## src/rtl/mips_pkg.sv

```systemverilog
// mips_pkg
// Shared definitions for the MIPS pipeline control blocks.
//   ctrlState_e : sequencing FSM states (RUN, IMISS, DMISS)
//   REG_ADDR_W  : register-address width
//   REG_ZERO    : the hardwired $zero register, never a real dependency
package mips_pkg;

  localparam int REG_ADDR_W = 5;

  localparam logic [4:0] REG_ZERO = 5'd0;

  typedef enum logic [1:0] {
    RUN   = 2'd0,
    IMISS = 2'd1,
    DMISS = 2'd2
  } ctrlState_e;

endpackage

```

## src/rtl/hazard_detect.sv

```systemverilog
// hazard_detect
// Combinational load-use detector between IF/ID and ID/EX.
// Ports:
//   idRs, idRt  : source fields of the instruction in IF/ID
//   idUsesRt    : IF/ID instruction actually reads rt
//   exMemRead   : ID/EX holds a load
//   exRt        : destination of that load
//   loadUse     : one bubble is needed before the IF/ID instruction may issue
module hazard_detect #(
  parameter int REG_ADDR_W = mips_pkg::REG_ADDR_W
) (
  input  logic [REG_ADDR_W-1:0] idRs,
  input  logic [REG_ADDR_W-1:0] idRt,
  input  logic                  idUsesRt,
  input  logic                  exMemRead,
  input  logic [REG_ADDR_W-1:0] exRt,
  output logic                  loadUse
);
  import mips_pkg::*;

  logic rsMatch;
  logic rtMatch;

  assign rsMatch = (exRt == idRs);
  // rt only matters when the consumer really reads it (e.g. not the
  // destination of an I-type instruction).
  assign rtMatch = idUsesRt && (exRt == idRt);

  // A load into $zero produces nothing that can be consumed.
  assign loadUse = exMemRead && (exRt != REG_ADDR_W'(REG_ZERO)) && (rsMatch || rtMatch);

endmodule

```

## src/rtl/pipe_hazard_ctrl.sv

```systemverilog
// pipe_hazard_ctrl
// Pipeline sequencing controller for the five-stage MIPS core. Freezes or
// bubbles the pipeline on cache misses, load-use hazards and taken branches,
// and owns the single main-memory refill port (req/ack handshake).
// Ports:
//   clk, rst_n           : clock, asynchronous active-low reset
//   if_hit               : I-cache hit for the current fetch
//   dm_access, dm_hit    : MEM-stage access and its D-cache hit
//   id_rs, id_rt,
//   id_uses_rt           : IF/ID source operands
//   ex_mem_read, ex_rt   : ID/EX load and its destination
//   ex_branch_taken      : branch resolved taken in EX
//   mem_ack              : one-cycle refill-complete pulse
//   mem_req, mem_sel     : refill request and target (0 = I$, 1 = D$)
//   pc_we .. exmem_we    : pipeline register enables, flush and bubble
//   stall_cycles         : saturating count of cycles with pc_we = 0
//   state                : current FSM state
module pipe_hazard_ctrl #(
  parameter int REG_ADDR_W = mips_pkg::REG_ADDR_W,
  parameter int CNT_W      = 32
) (
  input  logic                  clk,
  input  logic                  rst_n,
  input  logic                  if_hit,
  input  logic                  dm_access,
  input  logic                  dm_hit,
  input  logic [REG_ADDR_W-1:0] id_rs,
  input  logic [REG_ADDR_W-1:0] id_rt,
  input  logic                  id_uses_rt,
  input  logic                  ex_mem_read,
  input  logic [REG_ADDR_W-1:0] ex_rt,
  input  logic                  ex_branch_taken,
  input  logic                  mem_ack,
  output logic                  mem_req,
  output logic                  mem_sel,
  output logic                  pc_we,
  output logic                  ifid_we,
  output logic                  ifid_flush,
  output logic                  idex_we,
  output logic                  idex_bubble,
  output logic                  exmem_we,
  output logic [CNT_W-1:0]      stall_cycles,
  output logic [1:0]            state
);
  import mips_pkg::*;

  ctrlState_e stateQ;
  logic       dMiss;
  logic       iMiss;
  logic       loadUse;

  assign dMiss = dm_access && !dm_hit;
  assign iMiss = !if_hit;
  assign state = stateQ;

  hazard_detect #(
    .REG_ADDR_W(REG_ADDR_W)
  ) uHazard (
    .idRs     (id_rs),
    .idRt     (id_rt),
    .idUsesRt (id_uses_rt),
    .exMemRead(ex_mem_read),
    .exRt     (ex_rt),
    .loadUse  (loadUse)
  );

  // Refill FSM. mem_req/mem_sel are registered alongside the state so they
  // always equal (state != RUN) / (state == DMISS). An I-refill that finds a
  // pending D-miss goes straight on to serve the data side; a branch in
  // IMISS never cancels the refill, the wrong-path line is simply filled.
  always_ff @(posedge clk or negedge rst_n) begin
    if (!rst_n) begin
      stateQ  <= RUN;
      mem_req <= 1'b0;
      mem_sel <= 1'b0;
    end else begin
      case (stateQ)
        RUN: begin
          if (dMiss) begin
            stateQ  <= DMISS;
            mem_req <= 1'b1;
            mem_sel <= 1'b1;
          end else if (iMiss) begin
            stateQ  <= IMISS;
            mem_req <= 1'b1;
            mem_sel <= 1'b0;
          end
        end
        IMISS: begin
          if (mem_ack) begin
            if (dMiss) begin
              stateQ  <= DMISS;
              mem_req <= 1'b1;
              mem_sel <= 1'b1;
            end else begin
              stateQ  <= RUN;
              mem_req <= 1'b0;
              mem_sel <= 1'b0;
            end
          end
        end
        DMISS: begin
          if (mem_ack) begin
            stateQ  <= RUN;
            mem_req <= 1'b0;
            mem_sel <= 1'b0;
          end
        end
        default: begin
          stateQ  <= RUN;
          mem_req <= 1'b0;
          mem_sel <= 1'b0;
        end
      endcase
    end
  end

  // Priority mux for the pipeline-register controls. A data miss freezes
  // everything, including a branch redirect, since the instruction in MEM
  // cannot retire. A taken branch still redirects the PC during an I-miss.
  always_comb begin
    pc_we       = 1'b0;
    ifid_we     = 1'b0;
    ifid_flush  = 1'b0;
    idex_we     = 1'b0;
    idex_bubble = 1'b0;
    exmem_we    = 1'b0;
    if (rst_n) begin
      if (dMiss || stateQ == DMISS) begin
        pc_we = 1'b0;
      end else if (ex_branch_taken) begin
        pc_we       = 1'b1;
        ifid_we     = 1'b1;
        ifid_flush  = 1'b1;
        idex_we     = 1'b1;
        idex_bubble = 1'b1;
        exmem_we    = 1'b1;
      end else if (iMiss || stateQ == IMISS || loadUse) begin
        // Front end holds, back end drains behind a bubble.
        idex_we     = 1'b1;
        idex_bubble = 1'b1;
        exmem_we    = 1'b1;
      end else begin
        pc_we    = 1'b1;
        ifid_we  = 1'b1;
        idex_we  = 1'b1;
        exmem_we = 1'b1;
      end
    end
  end

  // Stall counter, sticks at all-ones instead of wrapping.
  always_ff @(posedge clk or negedge rst_n) begin
    if (!rst_n) begin
      stall_cycles <= '0;
    end else if (!pc_we && stall_cycles != {CNT_W{1'b1}}) begin
      stall_cycles <= stall_cycles + CNT_W'(1);
    end
  end

endmodule

```

## config.mk

```make
export PLATFORM = sky130hd
export DESIGN_NAME = pipe_hazard_ctrl
export DESIGN_NICKNAME = d
export VERILOG_FILES = /design/src/rtl/mips_pkg.sv /design/src/rtl/hazard_detect.sv /design/src/rtl/pipe_hazard_ctrl.sv
export SDC_FILE = /design/constraint.sdc
export NUM_CORES = 1
export LEC_CHECK = 0
export ABC_CLOCK_PERIOD_IN_PS = 2700
export BUFFER_PORTS_ARGS = -buffer_cell sky130_fd_sc_hd__buf_2
export CAP_MARGIN = 20
export CORE_MARGIN = 2
export CORE_UTILIZATION = 52
export CTS_BUF_LIST = sky130_fd_sc_hd__clkbuf_8
export CTS_CLUSTER_DIAMETER = 30
export DETAILED_ROUTE_END_ITERATION = 6
export HOLD_SLACK_MARGIN = 0.12
export PLACE_DENSITY = 0.82
export SYNTH_ARGS = -nofsm -noshare
export SYNTH_HDL_FRONTEND = slang
export SYNTH_SLANG_ARGS = --single-unit
```

## constraint.sdc

```tcl
create_clock -name clk -period 2.7 [get_ports clk]
set_clock_uncertainty 0.15 [all_clocks]
set_input_delay 0.54 -clock clk [delete_from_list [all_inputs] [get_ports clk]]
set_output_delay 0.54 -clock clk [all_outputs]
set_load 0.005 [all_outputs]
```

After elaboration in Yosys (flattened, before gate mapping)
Cells that the tools add are included.
- multiplexer cells: 28
- reduce and logical (&&, ||, !) cells: 15
- equality and inequality tests: 8
- add/subtract/negate cells: 1
- operators by type and width (kind ; count):
    32-bit by 1-bit adder with 32-bit output, second input constant ; 1
    32-bit inequality test, second input constant ; 1
    1-bit two-way mux ; 20
    5-bit == test ; 2
    2-bit two-way mux ; 5
    1-bit case mux with 3 select lines ; 2
    2-bit case mux with 3 select lines ; 1
    1-bit logical AND ; 5
    5-bit nonzero test ; 1
    1-bit logical OR ; 4
    2-bit inequality test, second input constant ; 2
    1-bit logical NOT ; 3
    3-bit inequality test, second input constant ; 1
    3-bit AND reduction ; 1
    2-bit by 1-bit == test with 1-bit output, second input constant ; 1
    2-bit == test, second input constant ; 1
    2-bit logical NOT ; 1
- input port bits: 24
- output and inout port bits: 42
- flip-flop bits (word level): 36
- logic and storage cells: 56

Depth between registers and ports, before layout
Gate-level depths: netlist of the first run.
- word-level depth: 11
- gate-level depth with buffers: 9
- depth with buffers taken out: 7

Cells and area by module
From an unflattened synthesis of the first run, not the netlist that was laid out.
- cell total of the unflattened synthesis: 200
- area total of the unflattened synthesis: 2014.4 um2
- modules (own cells, without submodules) (module ; seq. area each (um2) ; cells each ; area an instance (um2) ; instances):
    pipe_hazard_ctrl ; 900.9 ; 183 ; 1881.8 ; 1
    hazard_detect ; 0.0 ; 17 ; 132.6 ; 1

Worst setup path after synthesis of the first run
Ideal clock, no wire load.
- path type: input to output
- start point: in ex_rt[1]
- end point: out idex_bubble
- stages: 4
- setup slack: 343 ps
- arrival time: 1667 ps
- required time: 2010 ps
- path buffers: 0
- cell sequence: or4_1 > o21ai_0 > nor2_1 > o31a_1
- longest elaborated chain between the ends: 9
- elaborated cells between the ends (all ways): 12
- those cells by class: eq/ne (2); mux (4); reduce/logical (6)
- RTL lines (element ; RTL line ; text):
    from (decl) ; pipe_hazard_ctrl.sv:31 ; input logic [REG_ADDR_W-1:0] ex_rt,
    5-bit == test ; hazard_detect.sv:27 ; assign rtMatch = idUsesRt && (exRt == idRt);
    1-bit logical AND ; hazard_detect.sv:27 ;
    1-bit logical OR ; hazard_detect.sv:30 ; assign loadUse = exMemRead && (exRt != REG_ADDR_W'(REG_ZERO)) && (rsMatch || rtMatch);
    1-bit logical AND (*) ; hazard_detect.sv:30 ;
    1-bit logical OR (*) ; pipe_hazard_ctrl.sv:138 ; end else if (iMiss || stateQ == IMISS || loadUse) begin
    1-bit two-way mux (*) ; pipe_hazard_ctrl.sv:138 ;
    1-bit two-way mux (*) ; pipe_hazard_ctrl.sv:131 ; end else if (ex_branch_taken) begin
    1-bit two-way mux (*) ; pipe_hazard_ctrl.sv:129 ; if (dMiss || stateQ == DMISS) begin
    1-bit two-way mux (*) ; pipe_hazard_ctrl.sv:128 ; if (rst_n) begin
    to (decl) ; pipe_hazard_ctrl.sv:40 ; output logic idex_bubble,
Mark *: on every way between the ends. The rest lies on a longest branch, timed or not.

Worst setup path in the final report of the first run
Ends and elaborated chain as after synthesis.

==> results of run 1 <==
## layout make-up
class | instances | area [sq um] | share of cell area, %
multi-input cells | 145 | 1030 | 40.8
flip-flops and latches | 36 | 901 | 35.8
repair buffers | 80 | 445 | 17.7
clock buffers | 5 | 68.8 | 2.74
well taps | 48 | 60.1 | 2.39
clock inverters | 2 | 8.76 | 0.348
inverters | 1 | 3.75 | 0.149
## state kept, by name (all words and copies together), names as in the netlist
signal,flops
stall_cycles,32
state,2
mem_req,1
mem_sel,1
## through the flow
stage	TNS, ps	instances
after global placement	-4470	309
after CTS	0	316
after global routing	0	317
after floorplan	0	188
final	0	317
after detailed placement	-5850	309
## worst paths after layout
check / start / to / slack [ps]
worst max-delay path: ex_rt[1] / idex_bubble / 90
worst min-delay path: rst_n / stall_cycles[28] / 150
worst max register to register: stall_cycles[1] / stall_cycles[26] / 410
worst min register to register: mem_sel / mem_sel / 340
max in group asynchronous: rst_n / stall_cycles[21] / 1920
min in group clk: mem_sel / mem_sel / 340
## power by group through the flow
stage                     sequential [W]  combinational [W]  clock [W]
after detailed placement        0.000723           0.000492          0
after global placement          0.000721           0.000477          0
after CTS                       0.000715           0.000494   0.000361
final                           0.000716           0.000506   0.000351
after global routing            0.000733           0.000565   0.000388
after floorplan                 0.000723           0.000309          0
## Yosys cell counts (all sizes together), types with 2 or more instances
master  count  area (sq um)
and3       12          75.1
nor2        8          30.0
nand2      12          45.0
a21oi       4          20.0
buf         5          45.0
nor3        3          15.0
nand3      15          75.1
and4        5          43.8
nor2b       2          12.5
nand4      14          87.6
xnor2      30           263
nor4        2          33.8
nand2b      3          18.8
and2        4          27.5
o22ai       2          12.5
dfrtp      36           901
o31a        2          17.5
a211oi      2          27.5
xor2       11          96.3
## layout by cell type (no fill, tap or decap), types with 2 or more instances in the layout
master    count
buf_2        65
o31a_1        2
a21oi_1       4
nor2b_1       2
nor2_1        8
clkbuf_8      5
nand4_1      14
dfrtp_1      36
nand2_1      12
and4_1        5
xnor2_1      30
nand3_1      15
and2_1        3
nor3_1        3
o22ai_1       2
xor2_1       11
nand2b_1      3
inv_1         2
and3_1       12
buf_4        14
## layer usage
layer  vias up  GRT usage, %  wire, microns
met5         -             0              0
met4         0          6.25             44
met3         7          4.97            282
met2        58          36.5           2100
met1       840          27.8           1900
li1        841             -              -
## critical path, delay by kind of cell
kind	cells	cell delay [ps]
buf+inv	2	250
compound gates	2	530
simple gates	2	590
## cell families after synthesis
kind of cell | after synthesis | share of synthesized area [%]
adders and majority gates | 1 | 0.634
muxes | 2 | 1.08
DFF | 36 | 45.7
AOI/OAI and AO/OA | 18 | 7.04
buffers and inverters | 7 | 2.66
xor gates and xnor gates | 41 | 18.2
and+or+nand+nor | 83 | 24.7
## repair_timing
action                                  in CTS  in global routing
endpoints found under the setup margin       1                  1
pin swaps                                    0                  0
hold buffers                                 0                  0
resized for setup                            1                  1
==> metrics.csv, run 1 <==
stage,metric,value,unit
place,place_worst_setup_slack,-252,ps
flow_run,timing.max_cap.violations,0,
yosys,postSynthRegisterBits,36,
timing,report.final.slew_viol_count,0,
global_route,number_of_antenna_violations_at_the_first_check_in_global_routing,0,
yosys,cells_after_synthesis,188,
timing,final.hold.worst_slack,150,ps
die,fp.dieW,65.6,microns
power,share_seq_of_total_power,45.5,%
yosys,synth_edf_count,0,
die,placeableCoreArea,3660,sq um
power,power_consumption,0.00157,W
cts,cts.htree.levels,2,
timing,finalHoldViolations,0,
place,dpl-instance-area,2410,sq um
critical_path,crit_required,2010,ps
finish,areaGrowthSynthToFinish,27.5,%
yosys,yosysSeqAreaShare,45.7,%
power,comb_power_share,32.1,%
power,worst_ir_drop_on_vdd,502,uV
finish,fill_cells,295,
critical_path,cp_cell_sequence,"buf_2, or4_1, o21ai_1, nor2_1, o31a_1, buf_2",
power,power.density_cell_area,626,nW/um^2
finish,util_after_layout,68.7,%
routing,detailedRoute.firstPassIterationCount,4,
critical_path,reg2reg_depth,7,
routing,drt-vias-per-instance,5.51,
global_route,globalRouteOverflowTotal,0,
outcome,run_status,finished clean,
timing,max_freq,0.384,GHz
power,switchingPower,0.000526,W
routing,finalWirelength,4320,microns
global_route,grt_pass1_wl,7150,microns
routing,remaining_drc_errors,0,
critical_path,crit_arrival,1920,ps
timing,setup_viol,0,
yosys,synthDistinctLibCells,39,
cts,clock_tree.root_cell,clkbuf_8,
place,dp.final_hpwl,3150,microns
critical_path,cp-end-kind,output pin,
power,power.share.switching,33.4,%
timing,layout_worst_path_cycle_share,96.5,%
critical_path,startpoint_type,input pin,
timing,timing.max_slew.rel_slack,58.1,%
critical_path,cp_common_cell,buf_2,
yosys,synth_nets,213,
critical_path,worst-setup-path-type,input pin to output pin,
routing,drt_first_iter_violations,33,
yosys,postSynth.asyncResetShare,100,%
global_route,grt_pass1_vias,1608,
die,die_h,65.6,microns
cts,cts.repair_timing.setup_buffer_count,0,
routing,drt-wirelength-per-cell,13.6,microns
die,floorplan.io_pins,66,
power,p_clk_share,22.3,%
die,initial_utilization,53.9,%
place,gp_congestion,0.749,
cts,clock_tree_from_tritoncts,built,
cts,tritoncts_num_sinks,36,
yosys,mean_instance_size_in_the_synthesized_netlist,10.5,sq um
yosys,synth_warnings,0,
global_route,grt_max_degree,37,
die,die-area,4300,sq um
timing,finalWorstPathRequiredPeriod,2610,ps
timing,worst-slew-pin-transition,627,ps
routing,drtAntennaViolNets,0,
critical_path,critical_path.slowest_cell,or4_1,
worst_hold_path,worstHoldPathType,input pin to asynchronous set/reset pin,
cts,clk_pin_slew,70,ps
finish,final_layout_size_suffix_gt1_share,34.2,%
finish,n_antenna_cell,0,
finish,design.final.nets,294,
yosys,synth_ff_type,dfrtp_1,
cts,clk_path_buf_depth,2,
critical_path,path_max_fanout,4,
finish,postLayoutCellArea,2510,sq um
yosys,mappedNetlistArea,1970,sq um
routing,detailroute.via_count,1746,
cts,tritoncts_buffers,5,
die,row_count,22,
power,total_leakage_power,1.25,nW
power,internal-power,0.00105,W
place,io_buffer_count,65,
global_route,grt.total_usage,21.6,%
cts,clkLatencyLatePin,290,ps
timing,rsz0062_at_grt,false,
timing,final_critical_path_setup_slack,94.1,ps
critical_path,critical_path.max_stage_delay,520,ps
Note: power is estimated with default switching activity, not from simulation.
==> run 2: changes to the inputs <==
CORE_ASPECT_RATIO = 1.5   (was not set)
CORE_UTILIZATION = 48   (was 52)
PLACE_DENSITY = 0.77   (was 0.82)
==> run 2 against run 1 <==
Power increased by 6.1%. Hold slack improved by 6.3 ps. Critical path depth unchanged. Sequential power increased by 3.5%. Highest routed layer unchanged.
==> metrics.csv, run 2 (synthesis gave the netlist of run 1 again) <==
stage,metric,value,unit,change
finish,final_layout_size_suffix_gt1_share,32.0,%,was 34.2%
critical_path,worst_setup_path_endpoint,idex_bubble,,unchanged
routing,drt-wirelength-per-cell,14.6,microns,was 13.6 microns
global_route,globalRouteOverflowTotal,0,,unchanged
timing,rsz0062_at_grt,false,,unchanged
finish,areaGrowthSynthToFinish,25.1,%,was 27.5%
cts,clock_tree.root_cell,clkbuf_8,,unchanged
power,power.density_cell_area,677,nW/um^2,was 626 nW/um^2
routing,detailedRoute.firstPassIterationCount,4,,unchanged
timing,fin_setup_tns,0,ps,unchanged
cts,tritoncts_num_sinks,36,,unchanged
routing,detailroute.via_count,1688,,"was 1,746"
critical_path,reg2reg_depth,7,,unchanged
timing,final.hold.worst_slack,156,ps,was 150 ps
finish,largest_register,stall_cycles,,unchanged
power,worst_ir_drop_on_vdd,790,uV,was 502 uV
finish,largest_reg_flops,32,,unchanged
timing,layout_worst_path_cycle_share,95.8,%,was 96.5%
worst_hold_path,worstHoldPathType,input pin to asynchronous set/reset pin,,unchanged
global_route,grt.total_usage,20.7,%,was 21.6%
die,fp.dieW,56.3,microns,was 65.6 microns
die,die_h,82.5,microns,was 65.6 microns
routing,drtAntennaViolNets,0,,unchanged
cts,cts.htree.levels,2,,unchanged
critical_path,worst-setup-path-type,input pin to output pin,,unchanged
critical_path,crit_arrival,1900,ps,was 1920 ps
timing,setup_viol,0,,unchanged
finish,n_antenna_cell,0,,unchanged
die,floorplan.io_pins,66,,unchanged
timing,finalHoldViolations,0,,unchanged
finish,top_library_cells_by_usage_in_the_layout_fill_and_taps_aside,"buf_2 (65), dfrtp_1 (36), xnor2_1 (30)",,unchanged
critical_path,r2r_end,stall_cycles[26],,unchanged
global_route,grt_pass1_wl,7520,microns,was 7150 microns
critical_path,cp-end-kind,output pin,,unchanged
global_route,number_of_antenna_violations_at_the_first_check_in_global_routing,0,,unchanged
finish,util_after_layout,62.3,%,was 68.7%
timing,report.final.slew_viol_count,0,,unchanged
routing,finalWirelength,4430,microns,was 4320 microns
outcome,run_status,finished clean,,unchanged
timing,finalWorstPathRequiredPeriod,2590,ps,was 2610 ps
die,initial_utilization,49.8,%,was 53.9%
die,row_count,28,,was 22
power,power_consumption,0.00167,W,was 0.00157 W
finish,design.final.nets,283,,was 294
die,placeableCoreArea,3960,sq um,was 3660 sq um
timing,worst-slew-pin-transition,645,ps,was 627 ps
routing,remaining_drc_errors,0,,unchanged
cts,clkLatencyLatePin,290,ps,about the same
routing,drt-vias-per-instance,5.55,,was 5.51
timing,timing.max_slew.rel_slack,56.9,%,was 58.1%
critical_path,critical_path.reg2reg.startpoint,stall_cycles[0],,was stall_cycles[1]
cts,clock_tree_from_tritoncts,built,,unchanged
critical_path,reg2reg_setup_slack,350,ps,was 410 ps
power,total_leakage_power,1.21,nW,was 1.25 nW
timing,max_freq,0.387,GHz,was 0.384 GHz
cts,ctsHoldBuffers,0,,unchanged
global_route,grt_max_degree,37,,unchanged
finish,instances_no_fill,304,,was 317
flow_run,timing.max_cap.violations,0,,unchanged
routing,drt_first_iter_violations,74,,was 33
cts,tritoncts_buffers,5,,unchanged
finish,layout.cells.most_common,buf_2,,unchanged
place,io_buffer_count,65,,unchanged
place,dp.final_hpwl,3170,microns,was 3150 microns
die,die-area,4650,sq um,was 4300 sq um
global_route,grt_pass1_vias,1622,,"was 1,608"
critical_path,crit_required,2010,ps,about the same
place,dp_cells,296,,was 309
place,gp_congestion,0.730,,was 0.749
critical_path,timing.critical_path.from,ex_rt[1],,unchanged
cts,clk_pin_slew,80,ps,was 70 ps
cts,clk_path_buf_depth,2,,unchanged
critical_path,startpoint_type,input pin,,unchanged
critical_path,path_max_fanout,3,,was 4
[run 2: cell count changes in the layout (fill, tap and decap cells not counted), sizes merged]
cell / change
clkinvlp: +1
inv: -1
bufinv: +1
buf: -11
[run 2: final cells by class]
class / count / area [sq um]
fillers: 354 / 1490
multi-input cells: 145 / 1030
flip-flops and latches: 36 / 901
repair buffers: 69 / 368
clock buffers: 5 / 68.8
well taps: 45 / 56.3
clock inverters: 3 / 42.5
inverters: 1 / 3.75
[run 2: through the flow]
stage / instance area [sq um] / setup WS (ps)
2_1_floorplan: 1970 / 343
3_3_place_gp: 2350 / 136
3_5_place_dp: 2350 / 110
4_1_cts: 2460 / 97.2
5_1_grt: 2470 / 32.8
6_report: 2470 / 114
[run 2: per-layer routing]
layer  part of all wire (%)  GRT usage, %
met2                     51          36.6
met5                      0             0
met1                     41          25.0
met4                    1.4          7.14
met3                    6.4          4.83
[run 2: power breakdown]
part           internal [W]  switching (W)  leakage, nW
sequential         0.000621       0.000120        0.479
combinational      0.000234       0.000225        0.675
clock              0.000273       0.000196       0.0541
[run 2: worst min path at each step]
stage	cells past startpoint	start	slack [ps]	end
global placement	2	mem_sel	310	mem_sel
detailed placement	2	mem_sel	330	mem_sel
finish	2	rst_n	160	mem_req
global route	2	rst_n	190	mem_req
floorplan	0	rst_n	90	mem_req
CTS	2	rst_n	170	mem_req
[run 2: what timing repair did]
action	in CTS	in global routing
hold endpoints to repair	0	0
buffers inserted	0	0
gates resized for setup	0	1
setup endpoints to repair	0	1
[run 2: critical path, cell delays in order]
cell	delay, ps
buf_2	120
or4_1	530
o21ai_0	240
nor2_1	70
o31a_1	280
buf_2	120
